## src/rtl/tx_forward_scheduler_pkg.sv

```systemverilog
// Shared types and constants for the port-2 transmit forward scheduler.
package tx_sched_pkg;

  localparam logic [11:0] MIN_FRAME  = 12'd60;
  localparam logic [11:0] MAX_FRAME  = 12'd1518;
  localparam int unsigned BEAT_BYTES = 8;

  // One saved packet: DDR slot start address and byte length.
  typedef struct packed {
    logic [24:0] addr;
    logic [11:0] size;
  } desc_t;

  typedef enum logic [1:0] {IDLE, ISSUE, WAIT} state_e;

  function automatic logic frame_ok(input logic [11:0] size);
    return (size >= MIN_FRAME) && (size <= MAX_FRAME);
  endfunction

  // Pacing interval after a send: packet beat count rounded up, plus the gap.
  function automatic logic [9:0] wait_cycles(input logic [11:0] size, input int unsigned gap);
    logic [12:0] beats;
    beats = (13'(size) + 13'(BEAT_BYTES - 1)) >> $clog2(BEAT_BYTES);
    return 10'(beats) + 10'(gap);
  endfunction

endpackage

```

## src/rtl/tx_forward_scheduler_if.sv

```systemverilog
// Receive-side notification and transmit-side command bundle of the scheduler.
interface tx_forward_scheduler_if #(
  parameter int unsigned FIFO_DEPTH = 8
);
  logic                          rx_data_saved;
  logic [11:0]                   rx_size_received;
  logic                          enable;
  logic [24:0]                   tx_start_ram_addr;
  logic                          tx_cmd_send;
  logic                          busy;
  logic [$clog2(FIFO_DEPTH):0]   fifo_level;
  logic [15:0]                   drop_count;
  logic [15:0]                   sent_count;

  // Environment side: reports saved packets, observes send commands.
  modport master (
    output rx_data_saved, rx_size_received, enable,
    input  tx_start_ram_addr, tx_cmd_send, busy, fifo_level, drop_count, sent_count
  );

  // Scheduler side.
  modport slave (
    input  rx_data_saved, rx_size_received, enable,
    output tx_start_ram_addr, tx_cmd_send, busy, fifo_level, drop_count, sent_count
  );
endinterface

```

## src/rtl/tx_forward_scheduler_fifo.sv

```systemverilog
// Synchronous descriptor FIFO. A push while full is accepted only if a pop
// happens in the same cycle.
module sched_desc_fifo
  import tx_sched_pkg::*;
#(
  parameter int unsigned FIFO_DEPTH = 8
) (
  input  logic                        clk_i,
  input  logic                        rst_i,
  input  logic                        push_i,
  input  desc_t                       push_data_i,
  input  logic                        pop_i,
  output desc_t                       head_o,
  output logic                        full_o,
  output logic                        empty_o,
  output logic [$clog2(FIFO_DEPTH):0] level_o
);

  localparam int unsigned PtrW = $clog2(FIFO_DEPTH);
  localparam int unsigned LvlW = PtrW + 1;

  desc_t            mem_q [FIFO_DEPTH];
  logic [PtrW-1:0]  wr_ptr_q, rd_ptr_q;
  logic [LvlW-1:0]  level_q;
  logic             do_push, do_pop;

  assign full_o  = (level_q == LvlW'(FIFO_DEPTH));
  assign empty_o = (level_q == '0);
  assign level_o = level_q;
  assign head_o  = mem_q[rd_ptr_q];

  assign do_pop  = pop_i && !empty_o;
  assign do_push = push_i && (!full_o || do_pop);

  // Pointers and occupancy; power-of-two depth lets pointers wrap naturally.
  always_ff @(posedge clk_i or posedge rst_i) begin
    if (rst_i) begin
      wr_ptr_q <= '0;
      rd_ptr_q <= '0;
      level_q  <= '0;
    end else begin
      if (do_push) wr_ptr_q <= wr_ptr_q + PtrW'(1);
      if (do_pop)  rd_ptr_q <= rd_ptr_q + PtrW'(1);
      if (do_push && !do_pop)      level_q <= level_q + LvlW'(1);
      else if (do_pop && !do_push) level_q <= level_q - LvlW'(1);
    end
  end

  // Storage array; contents are don't-care until written.
  always_ff @(posedge clk_i) begin
    if (do_push) mem_q[wr_ptr_q] <= push_data_i;
  end

endmodule

```

## src/rtl/tx_forward_scheduler.sv

```systemverilog
// Paced replay scheduler for SFP port 2: queues saved-packet descriptors and
// issues spaced send commands to the transmit controller.
// Optional feature macro: TX_SCHED_STATS_EN enables drop/sent counters;
// when undefined both counter outputs read 0.
module tx_forward_scheduler
  import tx_sched_pkg::*;
#(
  parameter int unsigned FIFO_DEPTH  = 8,
  parameter int unsigned NUM_SLOTS   = 16,
  parameter int unsigned SLOT_STRIDE = 256,
  parameter int unsigned GAP_CYCLES  = 12
) (
  input  logic            clk,
  input  logic            reset,
  tx_forward_scheduler_if.slave bus_io
);

  localparam int unsigned SlotW = (NUM_SLOTS > 1) ? $clog2(NUM_SLOTS) : 1;
  localparam int unsigned LvlW  = $clog2(FIFO_DEPTH) + 1;

  logic [SlotW-1:0] slot_ptr_q, slot_ptr_d;
  desc_t            rx_desc, head;
  logic             push, pop, fifo_full, fifo_empty;
  logic [LvlW-1:0]  fifo_level;

  state_e           state_q;
  logic             cmd_send_q;
  logic [24:0]      addr_q;
  logic [11:0]      size_q;
  logic [9:0]       wait_cnt_q;

  assign rx_desc.addr = 25'(slot_ptr_q) * 25'(SLOT_STRIDE);
  assign rx_desc.size = bus_io.rx_size_received;

  // A full FIFO still takes the packet if the head leaves this same cycle.
  assign pop  = (state_q == IDLE) && bus_io.enable && !fifo_empty;
  assign push = bus_io.rx_data_saved && frame_ok(bus_io.rx_size_received) && (!fifo_full || pop);

  assign slot_ptr_d = (NUM_SLOTS > 1) ? slot_ptr_q + SlotW'(1) : '0;

  // Slot pointer follows every saved packet, dropped or not, to stay aligned
  // with the receive writer.
  always_ff @(posedge clk or posedge reset) begin
    if (reset) begin
      slot_ptr_q <= '0;
    end else if (bus_io.rx_data_saved) begin
      slot_ptr_q <= slot_ptr_d;
    end
  end

  sched_desc_fifo #(
    .FIFO_DEPTH (FIFO_DEPTH)
  ) u_fifo (
    .clk_i       (clk),
    .rst_i       (reset),
    .push_i      (push),
    .push_data_i (rx_desc),
    .pop_i       (pop),
    .head_o      (head),
    .full_o      (fifo_full),
    .empty_o     (fifo_empty),
    .level_o     (fifo_level)
  );

  // Send sequencer: pop -> one-cycle command -> fixed pacing wait.
  always_ff @(posedge clk or posedge reset) begin
    if (reset) begin
      state_q    <= IDLE;
      cmd_send_q <= 1'b0;
      addr_q     <= '0;
      size_q     <= '0;
      wait_cnt_q <= '0;
    end else begin
      unique case (state_q)
        IDLE: begin
          cmd_send_q <= 1'b0;
          if (pop) begin
            addr_q     <= head.addr;
            size_q     <= head.size;
            cmd_send_q <= 1'b1;
            state_q    <= ISSUE;
          end
        end
        ISSUE: begin
          cmd_send_q <= 1'b0;
          wait_cnt_q <= wait_cycles(size_q, GAP_CYCLES);
          state_q    <= WAIT;
        end
        WAIT: begin
          // Leaving on count 1 makes WAIT last exactly the loaded count.
          if (wait_cnt_q <= 10'd1) begin
            wait_cnt_q <= '0;
            state_q    <= IDLE;
          end else begin
            wait_cnt_q <= wait_cnt_q - 10'd1;
          end
        end
        default: begin
          cmd_send_q <= 1'b0;
          state_q    <= IDLE;
        end
      endcase
    end
  end

  assign bus_io.tx_cmd_send       = cmd_send_q;
  assign bus_io.tx_start_ram_addr = addr_q;
  assign bus_io.busy              = (state_q != IDLE) || !fifo_empty;
  assign bus_io.fifo_level        = fifo_level;

`ifdef TX_SCHED_STATS_EN
  logic        drop;
  logic [15:0] drop_count_q, sent_count_q;

  assign drop = bus_io.rx_data_saved && !push;

  // Statistics: drops saturate, sends wrap.
  always_ff @(posedge clk or posedge reset) begin
    if (reset) begin
      drop_count_q <= '0;
      sent_count_q <= '0;
    end else begin
      if (drop && (drop_count_q != 16'hFFFF)) drop_count_q <= drop_count_q + 16'd1;
      if (state_q == ISSUE) sent_count_q <= sent_count_q + 16'd1;
    end
  end

  assign bus_io.drop_count = drop_count_q;
  assign bus_io.sent_count = sent_count_q;
`else
  assign bus_io.drop_count = '0;
  assign bus_io.sent_count = '0;
`endif

endmodule

```

## src/flat_wrapper.sv

```systemverilog
// flat-port wrapper written by rule: the top's interface ports become plain ports
module tx_forward_scheduler_flat import tx_sched_pkg::*;
#(
  parameter int unsigned FIFO_DEPTH  = 8,
  parameter int unsigned NUM_SLOTS   = 16,
  parameter int unsigned SLOT_STRIDE = 256,
  parameter int unsigned GAP_CYCLES  = 12
)
  (clk, reset, bus_io_rx_data_saved, bus_io_rx_size_received, bus_io_enable, bus_io_tx_start_ram_addr, bus_io_tx_cmd_send, bus_io_busy, bus_io_fifo_level, bus_io_drop_count, bus_io_sent_count);
  tx_forward_scheduler_if #(.FIFO_DEPTH(FIFO_DEPTH)) bus_io_i ();
  input  logic clk;
  input  logic reset;
  input wire logic [$bits(bus_io_i.rx_data_saved)-1:0] bus_io_rx_data_saved;
  input wire logic [$bits(bus_io_i.rx_size_received)-1:0] bus_io_rx_size_received;
  input wire logic [$bits(bus_io_i.enable)-1:0] bus_io_enable;
  output wire logic [$bits(bus_io_i.tx_start_ram_addr)-1:0] bus_io_tx_start_ram_addr;
  output wire logic [$bits(bus_io_i.tx_cmd_send)-1:0] bus_io_tx_cmd_send;
  output wire logic [$bits(bus_io_i.busy)-1:0] bus_io_busy;
  output wire logic [$bits(bus_io_i.fifo_level)-1:0] bus_io_fifo_level;
  output wire logic [$bits(bus_io_i.drop_count)-1:0] bus_io_drop_count;
  output wire logic [$bits(bus_io_i.sent_count)-1:0] bus_io_sent_count;
  assign bus_io_i.rx_data_saved = bus_io_rx_data_saved;
  assign bus_io_i.rx_size_received = bus_io_rx_size_received;
  assign bus_io_i.enable = bus_io_enable;
  assign bus_io_tx_start_ram_addr = bus_io_i.tx_start_ram_addr;
  assign bus_io_tx_cmd_send = bus_io_i.tx_cmd_send;
  assign bus_io_busy = bus_io_i.busy;
  assign bus_io_fifo_level = bus_io_i.fifo_level;
  assign bus_io_drop_count = bus_io_i.drop_count;
  assign bus_io_sent_count = bus_io_i.sent_count;
  tx_forward_scheduler #(.FIFO_DEPTH(FIFO_DEPTH), .NUM_SLOTS(NUM_SLOTS), .SLOT_STRIDE(SLOT_STRIDE), .GAP_CYCLES(GAP_CYCLES)) u_core (.clk(clk), .reset(reset), .bus_io(bus_io_i));
endmodule
```

## config.mk

```make
export PLATFORM = sky130hd
export DESIGN_NAME = tx_forward_scheduler_flat
export DESIGN_NICKNAME = d
export VERILOG_FILES = /design/src/rtl/tx_forward_scheduler_pkg.sv /design/src/rtl/tx_forward_scheduler_if.sv /design/src/rtl/tx_forward_scheduler_fifo.sv /design/src/rtl/tx_forward_scheduler.sv /design/src/flat_wrapper.sv
export SDC_FILE = /design/constraint.sdc
export NUM_CORES = 1
export LEC_CHECK = 0
export BUFFER_PORTS_ARGS = -buffer_cell sky130_fd_sc_hd__buf_4
export CAP_MARGIN = 10
export CORE_MARGIN = 2
export CORE_UTILIZATION = 45
export DETAILED_ROUTE_END_ITERATION = 10
export REMOVE_ABC_BUFFERS = 1
export SLEW_MARGIN = 30
export SYNTH_ARGS = -nofsm -noshare
export SYNTH_HDL_FRONTEND = slang
export SYNTH_SLANG_ARGS = --single-unit
```

## constraint.sdc

```tcl
create_clock -name clk -period 8 [get_ports clk]
set_clock_uncertainty 0.2 [all_clocks]
set_input_delay 1.2 -clock clk [delete_from_list [all_inputs] [get_ports clk]]
set_output_delay 1.2 -clock clk [all_outputs]
set_load 0.005 [all_outputs]
```

-- Yosys cells after proc, flatten, opt, wreduce, memory -nomap -nowiden
Memory sizes are Yosys's and may differ from the RTL's. A register that Yosys moved wholly into a read port is not among the register bits.
Cells that the tools add are included.
- bits in registers: 52
- bits in latches: 0
- bits in writable memories: 128
- memory bits (read-only): 0
- input bits: 16
- output and inout bits: 63
- logic and storage cells: 59
- memories kept: 1
- add/sub/neg operators: 8
- multipliers: 0
- div/mod/pow operators: 0
- magnitude comparators: 3
- equal/unequal tests: 5
- shift-type cells: 0
- muxes and demuxes: 11
- bitwise gates (word level): 0
- reductions and logical operators: 23
- memory list (memory ; depth ; width ; read ports ; clocked after Yosys merged registers in ; wr ports ; RTL line ; text):
    u_core.u_fifo.mem_q ; 8 ; 16 ; 1 ; 1 ; 1 ; tx_forward_scheduler_fifo.sv:22 ; desc_t mem_q [FIFO_DEPTH];
- operators by type and width (kind ; count):
    10-bit one-hot mux with 2 select lines ; 1
    12-bit by 3-bit adder with 13-bit output (second input constant) ; 1
    12-bit by 6-bit greater-or-equal comparator with 1-bit output (second input constant) ; 1
    12-bit by 11-bit less-or-equal comparator with 1-bit output (second input constant) ; 1
    10-bit by 4-bit adder with 10-bit output (second input constant) ; 1
    10-bit by 1-bit less-or-equal comparator with 1-bit output (second input constant) ; 1
    10-bit 2-to-1 mux ; 1
    10-bit by 1-bit subtractor with 10-bit output (second input constant) ; 1
    1-bit logical AND ; 9
    4-bit by 1-bit adder with 4-bit output (second input constant) ; 2
    4-bit 2-to-1 mux ; 2
    3-bit by 1-bit adder with 3-bit output (second input constant) ; 2
    2-bit one-hot mux with 3 select lines ; 1
    2-bit nonzero test ; 3
    4-bit equality test (second input constant) ; 1
    1-bit zero test ; 4
    4-bit zero test ; 1
    2-bit 2-to-1 mux ; 2
    2-bit by 1-bit != test with 1-bit output (second input constant) ; 2
    2-bit AND reduction ; 2
    4-bit by 1-bit subtractor with 4-bit output (second input constant) ; 1
    1-bit logical OR ; 3
    1-bit 2-to-1 mux ; 3
    2-bit by 1-bit equality test with 1-bit output (second input constant) ; 1
    3 further kinds ; 3

-- Longest topological paths before layout
- word-level depth: 10
- depth in mapped cells: 13
- depth with buffers taken out: 13

-- Modules after synthesis
A second synthesis with hierarchy kept.
- cell total of the unflattened synthesis: 826
- area, all modules: 14694.1 um^2
- modules (own cells, without submodules) (module ; instances ; cells an instance ; area each (um^2) ; sequential area each (um^2)):
    sched_desc_fifo ; 1 ; 491 ; 11762.5 ; 9138.8
    tx_forward_scheduler ; 1 ; 335 ; 2931.6 ; 1351.3

-- Least setup slack after synthesis
OpenSTA, ideal clock, no wires.
- path type: input port to flip-flop
- from: input bus_io_rx_size_received[0]
- to: memory u_core.u_fifo.mem_q[5][0] (netlist bit) (enable)
- setup time: 0.413 ns
- arrival: 3.475 ns
- required time: 7.387 ns
- path slack: 3.912 ns
- stages: 5
- buffers on the path: 0
- cells stage by stage: a41oi_1 -> o21bai_1 -> a2111oi_4 -> nand2_1 -> nor3b_1
- word-level cells in the longest chain between the ends: 7
- elaborated cells between the ends (all ways): 8
- those cells by class: order compare (2); mux (2); reduce/logical (4)
- ends and longest elaborated chain (element ; RTL line ; text):
    from (decl) ; flat_wrapper.sv:14 ; input wire logic [$bits(bus_io_i.rx_size_received)-1:0] bus_io_rx_size_received;
    12-bit by 6-bit greater-or-equal comparator with 1-bit output / 12-bit by 11-bit less-or-equal comparator with 1-bit output (equally long branches) ; tx_forward_scheduler_pkg.sv:17 ; return (size >= MIN_FRAME) && (size <= MAX_FRAME);
    1-bit logical AND (*) ; tx_forward_scheduler_pkg.sv:17 ;
    1-bit logical AND (*) (2 in series) ; tx_forward_scheduler.sv:37 ; assign push = bus_io.rx_data_saved && frame_ok(bus_io.rx_size_received) && (!fifo_full || pop);
    1-bit logical AND (*) ; tx_forward_scheduler_fifo.sv:33 ; assign do_push = push_i && (!full_o || do_pop);
    named net u_core.u_fifo.do_push ; tx_forward_scheduler_fifo.sv:25 ; logic do_push, do_pop;
    1-bit 2-to-1 mux (*) ; tx_forward_scheduler_fifo.sv:51 ; if (do_push) mem_q[wr_ptr_q] <= push_data_i;
    1-bit 2-to-1 mux (implied by the code) (*) ; tx_forward_scheduler_fifo.sv:51 ;
    to (decl) ; tx_forward_scheduler_fifo.sv:22 ;
Mark *: on every way through the listed nets, which the timed path passes. The rest lies on a longest branch.

-- Worst setup path after layout
- from: input bus_io_rx_size_received[0]
- to: register u_core.u_fifo.level_q[3], in the netlist u_core.u_fifo.level_o[3]
- word-level cells in the longest chain between the ends: 8
- elaborated cells between the ends (all ways): 11
- those cells by class: order compare (2); mux (1); reduce/logical (8)
- ends and longest elaborated chain (element ; RTL line ; text):
    12-bit by 6-bit greater-or-equal comparator with 1-bit output / 12-bit by 11-bit less-or-equal comparator with 1-bit output (equally long branches) ; tx_forward_scheduler_pkg.sv:17 ;
    1-bit logical AND (*) ; tx_forward_scheduler_pkg.sv:17 ;
    1-bit logical AND (*) (2 in series) ; tx_forward_scheduler.sv:37 ;
    1-bit logical AND (*) ; tx_forward_scheduler_fifo.sv:33 ;
    named net u_core.u_fifo.do_push ; tx_forward_scheduler_fifo.sv:25 ;
    1-bit zero test ; tx_forward_scheduler_fifo.sv:45 ; else if (do_pop && !do_push) level_q <= level_q - LvlW'(1);
    1-bit logical AND ; tx_forward_scheduler_fifo.sv:45 ;
    2-bit nonzero test (no source line) ; - ;
    to (signal assigned) ; tx_forward_scheduler_fifo.sv:44 ; if (do_push && !do_pop) level_q <= level_q + LvlW'(1);
    to (signal assigned) ; tx_forward_scheduler_fifo.sv:45 ;
    to (decl) ; tx_forward_scheduler_fifo.sv:24 ; logic [LvlW-1:0] level_q;
Marked as above.
A chain may end at the register's enable or synchronous reset.

==> impl_metrics.toml <==
[status]
status = "completed"

[synth]
avgSynthCellArea_um2 = 15.4
synthTopCellsByArea = "edfxtp_1 51%, dfrtp_1 14%, mux4_2 9.5%"
synth_area_mm2 = 0.00760
netlist_instances = 493
ys_types = 54
yosysSeqAreaShare = 0.647
yosys_warnings = 0
synth_top_area_frac = 0.505
async_reset_ff_frac = 0.251
yosys.area.top_type = "edfxtp_1"
synth-seq-cells = 171
synth_flop_cell = "edfxtp_1"
synth-edff-count = 128

[power_and_ir_drop]
cellPowerDensity_mw_per_mm2 = 360
total_power_mw = 3.06
leakage_nw = 3.10
irDropWorstVdd_uv = 249

[global_route]
grt_pass1_wl_um = 23200
grtUsageTotal = 0.176
antenna_found_initial = 0
overflow = 0
grt_pass1_vias = 4170
grt_start_max_net_pins = 44

[routing]
wl_um = 14600
wire_per_inst_um = 19.2
viasPerCell = 5.26
drtIter0Drc = 223
drc = 0
vias = 4001
postRouteAntennaNets = 0
first_pass_iters = 4

[floorplan]
start_util = 0.460
die_h_um = 134
coreArea_mm2 = 0.0165
die-area_mm2 = 0.0180
dieWidth_um = 134
rows = 47
io_pins = 79

[critical_path]
path_cells = "buf_4, a41oi_1, o21bai_1, a2111oi_4, ha_1, inv_1, ha_1, a21o_1, a21oi_1, xnor2_1, nor2_1, xor2_1"
slowest_stage = "a2111oi_4"
cp-start-kind = "input port"
crit_type = "in2reg"
arrival_ps = 3750
crit_path_max_incr_delay_ps = 640
worstSetupEndpointType = "flop"
required_ps = 8110
crit_top_cell = "ha_1"
path_max_fanout = 9

[timing]
setup_viol_count_final = 0
tightest_slew_ps = 853
period_share = 0.454
whs_ps = 284
slew_viol_final = 0
setup_tns_ps = 0
final_hold_viol_count = 0
fmax_mhz = 275
rsz0062_at_grt = "false"
relSlewSlack = 0.431
period_needed_ps = 3640

[cts]
cts_tree = "built"
cts.sinks = 171
clk_path_buf_depth = 2
cts_resized = 0
post_cts_buffers = 0
cts_buffers = 17
clk_pin_slew_worst_paths_ps = 60
cts_root_buf = "clkbuf_16"
hold_buffers = 0
h-tree-depth = 4
insertion_delay_ps = 440

[cells_and_area]
diodes = 0
postLayoutCellArea_mm2 = 0.00849
multiInputGateArea_mm2 = 0.00239
final_layout_size_suffix_gt1_frac = 0.222
area.growth.synth_to_final_pct = 11.6
fillers = 1371
seq_area_mm2 = 0.00492
final_nets = 557

[placed_design]
placed_area_mm2 = 0.00790
gp_congestion = 0.778
io_buffer_count = 25
dp_hpwl_um = 9300

[worst_hold_path]
hold_path_class = "reg2reg"

[job]
maxCapViolCount = 0
-- worst max-delay path, delay by kind of cell --
| kind | cells | cell delay, ps |
|---|---|---|
| xor gates and xnor gates | 2 | 270 |
| adders and majority gates | 2 | 570 |
| AOI/OAI and AO/OA | 5 | 1390 |
| and+or+nand+nor | 1 | 60 |
| buffers and inverters | 2 | 230 |
-- final cells by class --
type,count,area share
inverters,9,0.00427
multi-input cells,292,0.282
clock buffers,18,0.0506
clock inverters,14,0.0190
well taps,220,0.0324
repair buffers,36,0.0318
flip-flops and latches,171,0.580
-- cell usage after synthesis (3+ instances only) --
| library cell | number |
|---|---|
| xnor2_1 | 13 |
| o21ai_0 | 28 |
| edfxtp_1 | 128 |
| o211ai_1 | 3 |
| buf_1 | 3 |
| ha_1 | 13 |
| nand3b_1 | 3 |
| dfrtp_1 | 43 |
| mux2_2 | 6 |
| nand2_1 | 45 |
| buf_4 | 53 |
| nor3b_1 | 4 |
| nor4_1 | 3 |
| nand4_1 | 6 |
| clkbuf_1 | 9 |
| xor2_1 | 5 |
| nor3_1 | 6 |
| inv_1 | 9 |
| or4_1 | 3 |
| mux2i_1 | 17 |
| nand3_1 | 9 |
| buf_2 | 8 |
| mux4_2 | 32 |
| nor2_1 | 6 |
| a21oi_1 | 4 |
-- cells by family (layout without fill, tap and decap cells) --
family,after synthesis,in the layout,share of synthesized area
other cells,1,53,0.000493
mux,55,55,0.126
compound gates,56,56,0.0499
buf+inv,82,77,0.0679
xor+xnor,18,18,0.0207
fa+ha+maj,14,14,0.0240
simple gates,96,96,0.0640
flops,171,171,0.647
-- through the flow --
step                      cells  utilization  worst slack (ps)
after floorplan             472            -              3910
after global placement      728        0.478              3880
after detailed placement    728        0.478              3890
after CTS                   760        0.514              4340
after global routing        760        0.514              4070
final                       760        0.514              4360
-- registers in the layout, summed over array words and instances, names as in the netlist --
signal and flops:
u_core.wait_cnt_q 10, u_core.u_fifo.wr_ptr_q 3, u_core.state_q 2, u_core.size_q 12, u_core.u_fifo.rd_ptr_q 3, u_core.u_fifo.level_o 4, u_core.slot_ptr_q 4, u_core.bus_io.tx_cmd_send 1
u_core.u_fifo.mem_q 128, u_core.bus_io.tx_start_ram_addr 4
-- per-layer routing --
layer  routed length [um]  share of wire  global-route usage  vias to the layer above
li1                     -              -                   -                     1842
met1                 6220           0.43               0.226                     2027
met2                 7360           0.50               0.286                      105
met3                  657          0.045              0.0408                       27
met4                  384          0.026              0.0804                        0
met5                    0              0                   0                        -
-- where the power goes --
part / switching [mW] / total [mW] / leakage, nW / internal (mW)
Sequential: 0.210 / 1.34 / 1.68 / 1.13
Clock: 0.355 / 0.823 / 0.285 / 0.468
Combinational: 0.445 / 0.894 / 1.14 / 0.449
Total: 1.01 / 3.06 / 3.10 / 2.05
-- cells in the final DEF, fill, tap and decap left out, drive strengths merged, types with 3 or more instances in the layout --
cell / synthesis / layout
edfxtp: 128 / 128
nand4: 6 / 6
xnor2: 13 / 13
nand3b: 3 / 3
nor4: 3 / 3
a21oi: 4 / 4
dfrtp: 43 / 43
nor2: 6 / 6
or4: 5 / 5
buf: 64 / 36
inv: 9 / 15
clkbuf: 9 / 18
nand2: 45 / 45
mux4: 32 / 32
xor2: 5 / 5
o21ai: 28 / 28
nand3: 9 / 9
o211ai: 3 / 3
mux2: 6 / 6
conb: 1 / 53
nor3: 6 / 6
nand2b: 3 / 3
nor3b: 4 / 4
mux2i: 17 / 17
clkinv: 0 / 4
ha: 13 / 13
-- path summary, 6_finish.rpt --
path | startpoint | end | slack [ps] | cells past startpoint
min in group asynchronous | reset | u_core.wait_cnt_q[5] | 640 | 2
hold reg to reg | u_core.bus_io.tx_start_ram_addr[11] | u_core.bus_io.tx_start_ram_addr[11] | 280 | 2
max in group asynchronous | reset | u_core.u_fifo.rd_ptr_q[0] | 6540 | 2
hold / removal | u_core.bus_io.tx_start_ram_addr[11] | u_core.bus_io.tx_start_ram_addr[11] | 280 | 2
setup / recovery | bus_io_rx_size_received[0] | u_core.u_fifo.level_o[3] | 4360 | 12
setup reg to reg | u_core.state_q[0] | u_core.u_fifo.level_o[3] | 4720 | 13
Power figures use the tool's default switching activity.
